### src/rtl/mem_access_unit.sv
// mem_access_unit: load/store front-end placed directly in front of a word-wide
// DataMemory in the MEM stage.
//  - Loads (lb/lbu/lh/lhu/lw) read in one cycle. The lane is picked from
//    ReadData, extended, and registered into LoadData with a LoadValid pulse.
//  - Word stores write in a single cycle.
//  - Byte/half stores use a two-cycle read-modify-write. Stall is held high
//    during the read cycle.
//  - Byte lanes are big-endian: offset 0 maps to bits [31:24].
// Optional feature macro: MEM_ALIGN_TRAP_EN.
//  - When defined, misaligned half/word accesses are suppressed and reported
//    on Misaligned.
//  - When undefined, Misaligned is tied low and the low address bits are
//    truncated to natural alignment.
module mem_access_unit #(
    parameter int ADDR_W = 32,
    parameter int DATA_W = 32
) (
    input  logic              clk,
    input  logic              rst_n,
    input  logic              ReqValid,
    input  logic              ReqWrite,
    input  logic [1:0]        ReqSize,
    input  logic              ReqSigned,
    input  logic [ADDR_W-1:0] ReqAddr,
    input  logic [DATA_W-1:0] ReqWData,
    output logic              Stall,
    output logic [DATA_W-1:0] LoadData,
    output logic              LoadValid,
    output logic              Misaligned,
    output logic [ADDR_W-1:0] Address,
    output logic [DATA_W-1:0] WriteData,
    output logic              MemRead,
    output logic              MemWrite,
    input  logic [DATA_W-1:0] ReadData
);

    typedef enum logic {
        IDLE   = 1'b0,
        RMW_WR = 1'b1
    } state_t;

    state_t            state_reg, state_next;
    logic [DATA_W-1:0] merge_reg, merge_next;
    logic [DATA_W-1:0] load_data_reg, load_data_next;
    logic              load_valid_reg, load_valid_next;

    logic [1:0]        offset;
    logic              is_byte, is_half, is_word;
    logic              misaligned_access;

    logic [7:0]        rd_byte [4];
    logic [DATA_W-1:0] merge_data;
    logic [7:0]        sel_byte;
    logic [15:0]       sel_half;
    logic [DATA_W-1:0] load_ext;

    logic              mem_read, mem_write, stall;
    logic [DATA_W-1:0] write_data;

    assign offset  = ReqAddr[1:0];
    assign is_byte = (ReqSize == 2'b00);
    assign is_half = (ReqSize == 2'b01);
    assign is_word = ReqSize[1];        // 11 (reserved) behaves as a word

    // DataMemory only ever sees word addresses.
    // The low bits only steer the lanes.
    assign Address = {ReqAddr[ADDR_W-1:2], 2'b00};

`ifdef MEM_ALIGN_TRAP_EN
    assign misaligned_access = (is_half && ReqAddr[0]) ||
                               (is_word && (ReqAddr[1:0] != 2'b00));
`else
    assign misaligned_access = 1'b0;
`endif

    // Per-lane read split and store merge.
    // A half store hits lanes {0,1} or {2,3}, chosen by offset[1].
    // The even lane of a half takes the upper store byte.
    genvar gi;
    generate
        for (gi = 0; gi < 4; gi++) begin : g_lane
            localparam logic [1:0] LANE = 2'(gi);
            logic       lane_hit;
            logic [7:0] store_byte;

            assign rd_byte[gi] = ReadData[DATA_W-1-8*gi -: 8];
            assign lane_hit    = is_byte ? (offset == LANE) : (offset[1] == LANE[1]);
            assign store_byte  = (is_byte || LANE[0]) ? ReqWData[7:0] : ReqWData[15:8];
            assign merge_data[DATA_W-1-8*gi -: 8] = lane_hit ? store_byte : rd_byte[gi];
        end
    endgenerate

    // Lane extraction and sign/zero extension of load data.
    always_comb begin
        sel_byte = rd_byte[offset];
        sel_half = offset[1] ? ReadData[15:0] : ReadData[DATA_W-1:16];
        if (is_byte) begin
            load_ext = {{(DATA_W-8){ReqSigned & sel_byte[7]}}, sel_byte};
        end else if (is_half) begin
            load_ext = {{(DATA_W-16){ReqSigned & sel_half[15]}}, sel_half};
        end else begin
            load_ext = ReadData;
        end
    end

    // Next-state logic and memory-side controls.
    always_comb begin
        state_next      = state_reg;
        merge_next      = merge_reg;
        load_data_next  = load_data_reg;
        load_valid_next = 1'b0;
        mem_read        = 1'b0;
        mem_write       = 1'b0;
        stall           = 1'b0;
        write_data      = ReqWData;
        case (state_reg)
            IDLE: begin
                if (ReqValid && !misaligned_access) begin
                    if (!ReqWrite) begin
                        mem_read        = 1'b1;
                        load_data_next  = load_ext;
                        load_valid_next = 1'b1;
                    end else if (is_word) begin
                        mem_write = 1'b1;
                    end else begin
                        // Sub-word store: read the word now and write the merge next cycle.
                        mem_read   = 1'b1;
                        stall      = 1'b1;
                        merge_next = merge_data;
                        state_next = RMW_WR;
                    end
                end
            end
            RMW_WR: begin
                mem_write  = 1'b1;
                write_data = merge_reg;
                state_next = IDLE;
            end
            default: state_next = IDLE;
        endcase
    end

    // Reset forces the memory strobes low at once.
    // This aborts an in-flight RMW write.
    assign MemRead   = mem_read  & rst_n;
    assign MemWrite  = mem_write & rst_n;
    assign Stall     = stall     & rst_n;
    assign WriteData = write_data;
    assign LoadData  = load_data_reg;
    assign LoadValid = load_valid_reg;

    // State, merge word and load result registers.
    always_ff @(posedge clk or negedge rst_n) begin
        if (!rst_n) begin
            state_reg      <= IDLE;
            merge_reg      <= '0;
            load_data_reg  <= '0;
            load_valid_reg <= 1'b0;
        end else begin
            state_reg      <= state_next;
            merge_reg      <= merge_next;
            load_data_reg  <= load_data_next;
            load_valid_reg <= load_valid_next;
        end
    end

`ifdef MEM_ALIGN_TRAP_EN
    logic misaligned_reg;

    // One-cycle pulse for each suppressed misaligned request.
    always_ff @(posedge clk or negedge rst_n) begin
        if (!rst_n) begin
            misaligned_reg <= 1'b0;
        end else begin
            misaligned_reg <= (state_reg == IDLE) && ReqValid && misaligned_access;
        end
    end

    assign Misaligned = misaligned_reg;
`else
    assign Misaligned = 1'b0;
`endif

endmodule

### config.mk
export PLATFORM = sky130hd
export DESIGN_NAME = mem_access_unit
export DESIGN_NICKNAME = d
export VERILOG_FILES = /design/src/rtl/mem_access_unit.sv
export SDC_FILE = /design/constraint.sdc
export NUM_CORES = 1
export LEC_CHECK = 0
export CAP_MARGIN = 20
export CORE_MARGIN = 2
export CORE_UTILIZATION = 38
export CTS_CLUSTER_DIAMETER = 40
export DETAILED_ROUTE_END_ITERATION = 12
export PLACE_DENSITY_LB_ADDON = 0.25
export SLEW_MARGIN = 10
export SYNTH_ARGS = -nofsm -noshare
export SYNTH_HDL_FRONTEND = slang
export SYNTH_SLANG_ARGS = --single-unit
### constraint.sdc
create_clock -name clk -period 1.5 [get_ports clk]
set_input_delay 0.225 -clock clk [delete_from_list [all_inputs] [get_ports clk]]
set_output_delay 0.225 -clock clk [all_outputs]
set_load 0.02 [all_outputs]
# --- Word level (Yosys, flattened, before mapping) ---
# Cells that the tools add are included.
word_totals:
  regBits: 66
  input_bits: 103
  out_inout_bits: 101
classes:
  n_lt_le_gt_ge: 1
  eq_ne: 4
  muxes: 31
  bitwise: 10
  reduce_logical: 4
op_table:
  columns: ["op", "n"]
  rows:
  - ["32-bit 2-to-1 mux", 3]
  - ["8-bit 2-to-1 mux", 7]
  - ["1-bit 2-to-1 mux", 17]
  - ["8-bit binary-select mux with 2-bit select", 1]
  - ["16-bit 2-to-1 mux", 1]
  - ["1-bit AND", 5]
  - ["2-bit by 1-bit equality test with 1-bit output, second input constant", 2]
  - ["2-bit equality test, second input constant", 2]
  - ["2-bit zero test", 2]
  - ["1-bit inverter", 4]
  - ["1-bit case mux with 2 select lines", 2]
  - ["4-bit AND reduction", 1]
  - ["3-bit greater-or-equal comparator, second input constant", 1]
  - ["2-bit inverter with 3-bit output", 1]
  - ["3-bit AND reduction", 1]

# --- Logic depth before layout (Yosys ltp) ---
logic_depth:
  word_depth: 6
  ltp_mapped: 7
  ltp_nobuf: 4

# --- Least setup slack after synthesis ---
# OpenSTA, ideal clock, no wires.
synth_timing:
  kind: "reg-to-output"
  start: "register state_reg"
  end: "output Stall"
  arrival_time_ps: 1289
  required_ps: 1275
  path_slack_ps: -14
  stages_incl_launch_ff: 6
  path_buffers: 2
  path_cell_list: "dfrtp_1 buf_6 nand4bb_1 clkinv_1 buf_2 and2_1"
synth_via:
  elab_chain_cells: 2
synth_lines:
  columns: ["element", "line", "text"]
  rows:
  - ["from (decl)", "42", "state_t state_reg, state_next;"]
  - ["from (signal assigned)", "160", "state_reg <= state_next;"]
  - ["1-bit 2-to-1 mux", "116", "case (state_reg)"]
  - ["via stall", "57", "logic mem_read, mem_write, stall;"]
  - ["1-bit AND", "147", "assign Stall = stall & rst_n;"]
  - ["to (decl)", "26", "output logic Stall,"]
# The timed path passes the listed nets, and every way through them passes these cells.

# --- Worst setup path after layout ---
layout_timing:
  start: "register state_reg"
  end: "output WriteData[0]"
layout_via:
  elab_chain_cells: 1
layout_lines:
  columns: ["element", "line", "text"]
  rows:
  - ["32-bit 2-to-1 mux", "116", null]
  - ["to (decl)", "31", "output logic [DATA_W-1:0] WriteData,"]
# No other way between the ends.

==> impl_metrics.json <==
{
  "finalHoldViolations": 0,
  "yosys_warnings": 0,
  "seq_power_share_pct": 34.6,
  "grtUsageTotal_pct": 26.4,
  "hp-class": "in -> async",
  "ys_dominant_reg_cell": "dfrtp_1",
  "fin_hold_ws_ns": 0.0969,
  "synth.area.top_cells": "dfrtp_1 (37%), mux2_2 (10%), buf_4 (5.9%)",
  "crit_end": "WriteData[0]",
  "placed_cell_area_um2": 6340,
  "die-area_um2": 12700,
  "grt_max_degree": 49,
  "synth_area_leader_cell": "dfrtp_1",
  "worst_slack_ns": -0.274,
  "fmax_mhz": 564,
  "switchingPower_w": 0.00220,
  "yosys.area.top_type_share_pct": 36.9,
  "yosysMostFrequentCell": "dfrtp_1",
  "fin_area_um2": 7230,
  "synth.avg_cell_area_um2": 9.09,
  "max_stage_delay_ns": 0.45,
  "ys_ff_latch": 66,
  "cts_buffers": 9,
  "antenna_found_initial": 1,
  "cts_max_path_buffers": 2,
  "finalSetupTns_ns": -14.87,
  "numPortBuffers": 140,
  "ys_async_sr_fraction_pct": 100,
  "worstSetupPathType": "reg -> out",
  "synth_top_cells_by_count": "dfrtp_1 (66), a21oi_1 (48), mux2_2 (40), nor2_1 (39), buf_4 (35)",
  "die-height_um": 113,
  "crit_chain": "buf_6 > clkbuf_16 > mux2_4 > buf_6",
  "grt_setup_unrepaired": "yes",
  "p_sw_share_pct": 32.9,
  "wire_per_inst_um": 21.6,
  "startpoint": "state_reg",
  "cts_tree": "built",
  "peakVddDrop_uv": 576,
  "maxCapViolCount": 0,
  "cpMaxStageDelayCell": "dfrtp_2",
  "dp_slack_ns": -0.536,
  "clock_sinks": 66,
  "ys_seq_area_share_pct": 36.9,
  "timing.slew.headroom_pct": 57.8,
  "start_kind": "flip-flop",
  "dpl.hpwl_um": 12300,
  "finalMaxSlewViolations": 0,
  "routed_wl_um": 17800,
  "cp_num_buf_inv": 3,
  "grt_overflow": 0,
  "core_um2": 11500,
  "cp.depth": 4,
  "path_common_cell": "buf_6",
  "routabilityCongestion": 0.910,
  "fin_nets": 777,
  "start_util_pct": 39.1,
  "clk_pin_slew_ns": 0.06,
  "violations": "negative setup slack",
  "r2r_cells": 6,
  "route.detailed.drc": 0,
  "synthCells": 493,
  "r2r_start": "state_reg",
  "die_w_um": 113,
  "setup_viol": 68,
  "synthToLayoutAreaGrowth_pct": 61.3,
  "num_vias": 4840,
  "tightest_slew_ns": 0.618,
  "drtIter0Drc": 392,
  "period_minus_slack_ns": 1.77,
  "dr.pass1.iters": 7,
  "rows": 39,
  "power_density_nw_per_um2": 925,
  "vias_per_cell": 5.88,
  "p_clk_share_pct": 31.5,
  "io-pin-count": 204,
  "cp_max_fo": 8,
  "period_share_pct": 118,
  "drive_gt1_share_pct": 37.3,
  "clk_latency_ns": 0.33,
  "antenna_left": 0,
  "end_kind": "output port",
  "critPathTopFamily": "flip-flops",
  "worst_ep_arrival_time_ns": 1.55,
  "r2r_end": "LoadData[1]",
  "p_leak_nw": 3.06,
  "intPower_w": 0.00449,
  "clockRootBuffer": "clkbuf_16",
  "cp.required_ns": 1.27,
  "outcome": "complete, but fails checks",
  "reg2reg_slack_ns": -0.25,
  "grt_pass1_wl_um": 26200,
  "synth_cell_types": 43,
  "h-tree-depth": 3,
  "synth_edf_count": 0,
  "grt_pass1_vias": 4778,
  "comb_power_share_pct": 34.0,
  "syn_area_um2": 4480,
  "finClkSkew_ns": 0.00456
}
-- power groups by stage --
stage          Combinational, W  Clock, W  Sequential (W)
6_report                0.00227   0.00210         0.00231
5_1_grt                 0.00242   0.00218         0.00234
4_1_cts                 0.00205   0.00209         0.00229
3_5_place_dp            0.00211         0         0.00233
3_3_place_gp            0.00208         0         0.00232
2_1_floorplan          0.000971         0         0.00245
-- cells by family after synthesis --
| logic type | Yosys count | synth area share (%) |
|---|---|---|
| other | 1 | 0.0837 |
| AO/OA/AOI/OAI | 171 | 23.9 |
| buffers and inverters | 84 | 11.9 |
| multiplexers | 51 | 12.9 |
| flip-flops | 66 | 36.9 |
| AND/OR/NAND/NOR | 120 | 14.4 |
-- cell type report --
cell class	instances	area, µm²
Fill cell	952	4240
Multi-Input combinational cell	345	2650
Timing Repair Buffer	248	2430
Sequential cell	66	1650
Clock buffer	11	233
Tap cell	143	179
Clock inverter	5	55.1
Inverter	4	22.5
Antenna cell	1	2.50
-- per-layer routing --
layer  share of wire (%)  track usage [%]  vias to the layer above
met1                  41             35.1                     2373
li1                    -                -                     2153
met3                 8.1             4.75                       41
met4                 2.4             9.51                        0
met2                  48             43.3                      273
met5                   0                0                        -
-- cells in the final DEF (no fill, tap or decap), types with 19 or more instances in the layout --
| master | synthesis | final |
|---|---|---|
| buf_4 | 35 | 86 |
| clkdlybuf4s50_1 | 0 | 67 |
| dfrtp_1 | 66 | 65 |
| buf_6 | 8 | 41 |
| dlygate4sd2_1 | 0 | 34 |
| nor2_1 | 39 | 30 |
| o21ai_0 | 25 | 25 |
| mux2_4 | 0 | 24 |
| nand2_1 | 24 | 24 |
| a31oi_1 | 23 | 22 |
| a21oi_1 | 48 | 21 |
| a21oi_2 | 0 | 19 |
-- per-stage QoR --
stage | cells | util [%] | power [W]
finish | 823 | 63.0 | 0.00668
global route | 823 | 63.0 | 0.00694
CTS | 816 | 58.5 | 0.00643
detailed placement | 794 | 55.3 | 0.00443
global placement | 794 | 55.3 | 0.00439
floorplan | 495 | - | 0.00342
-- repair_timing --
action	in CTS	in global routing
endpoints found under the setup margin	118	91
pin swaps	6	11
hold buffers	1	0
hold endpoints to repair	24	0
gates resized for setup	234	103
buffers inserted	3	1
cloned	2	5
-- worst min path at each step --
stage | start | to | slack, ns | cells past startpoint
after CTS | rst_n | merge_reg[0] | 0.11 | 2
after floorplan | rst_n | LoadData[0] | -0.07 | 0
after detailed placement | rst_n | LoadData[2] | 0.26 | 2
after global placement | rst_n | LoadData[1] | 0.26 | 2
after global routing | rst_n | merge_reg[5] | 0.15 | 2
final | rst_n | merge_reg[0] | 0.1 | 2
(Power assumes the default switching activity.)
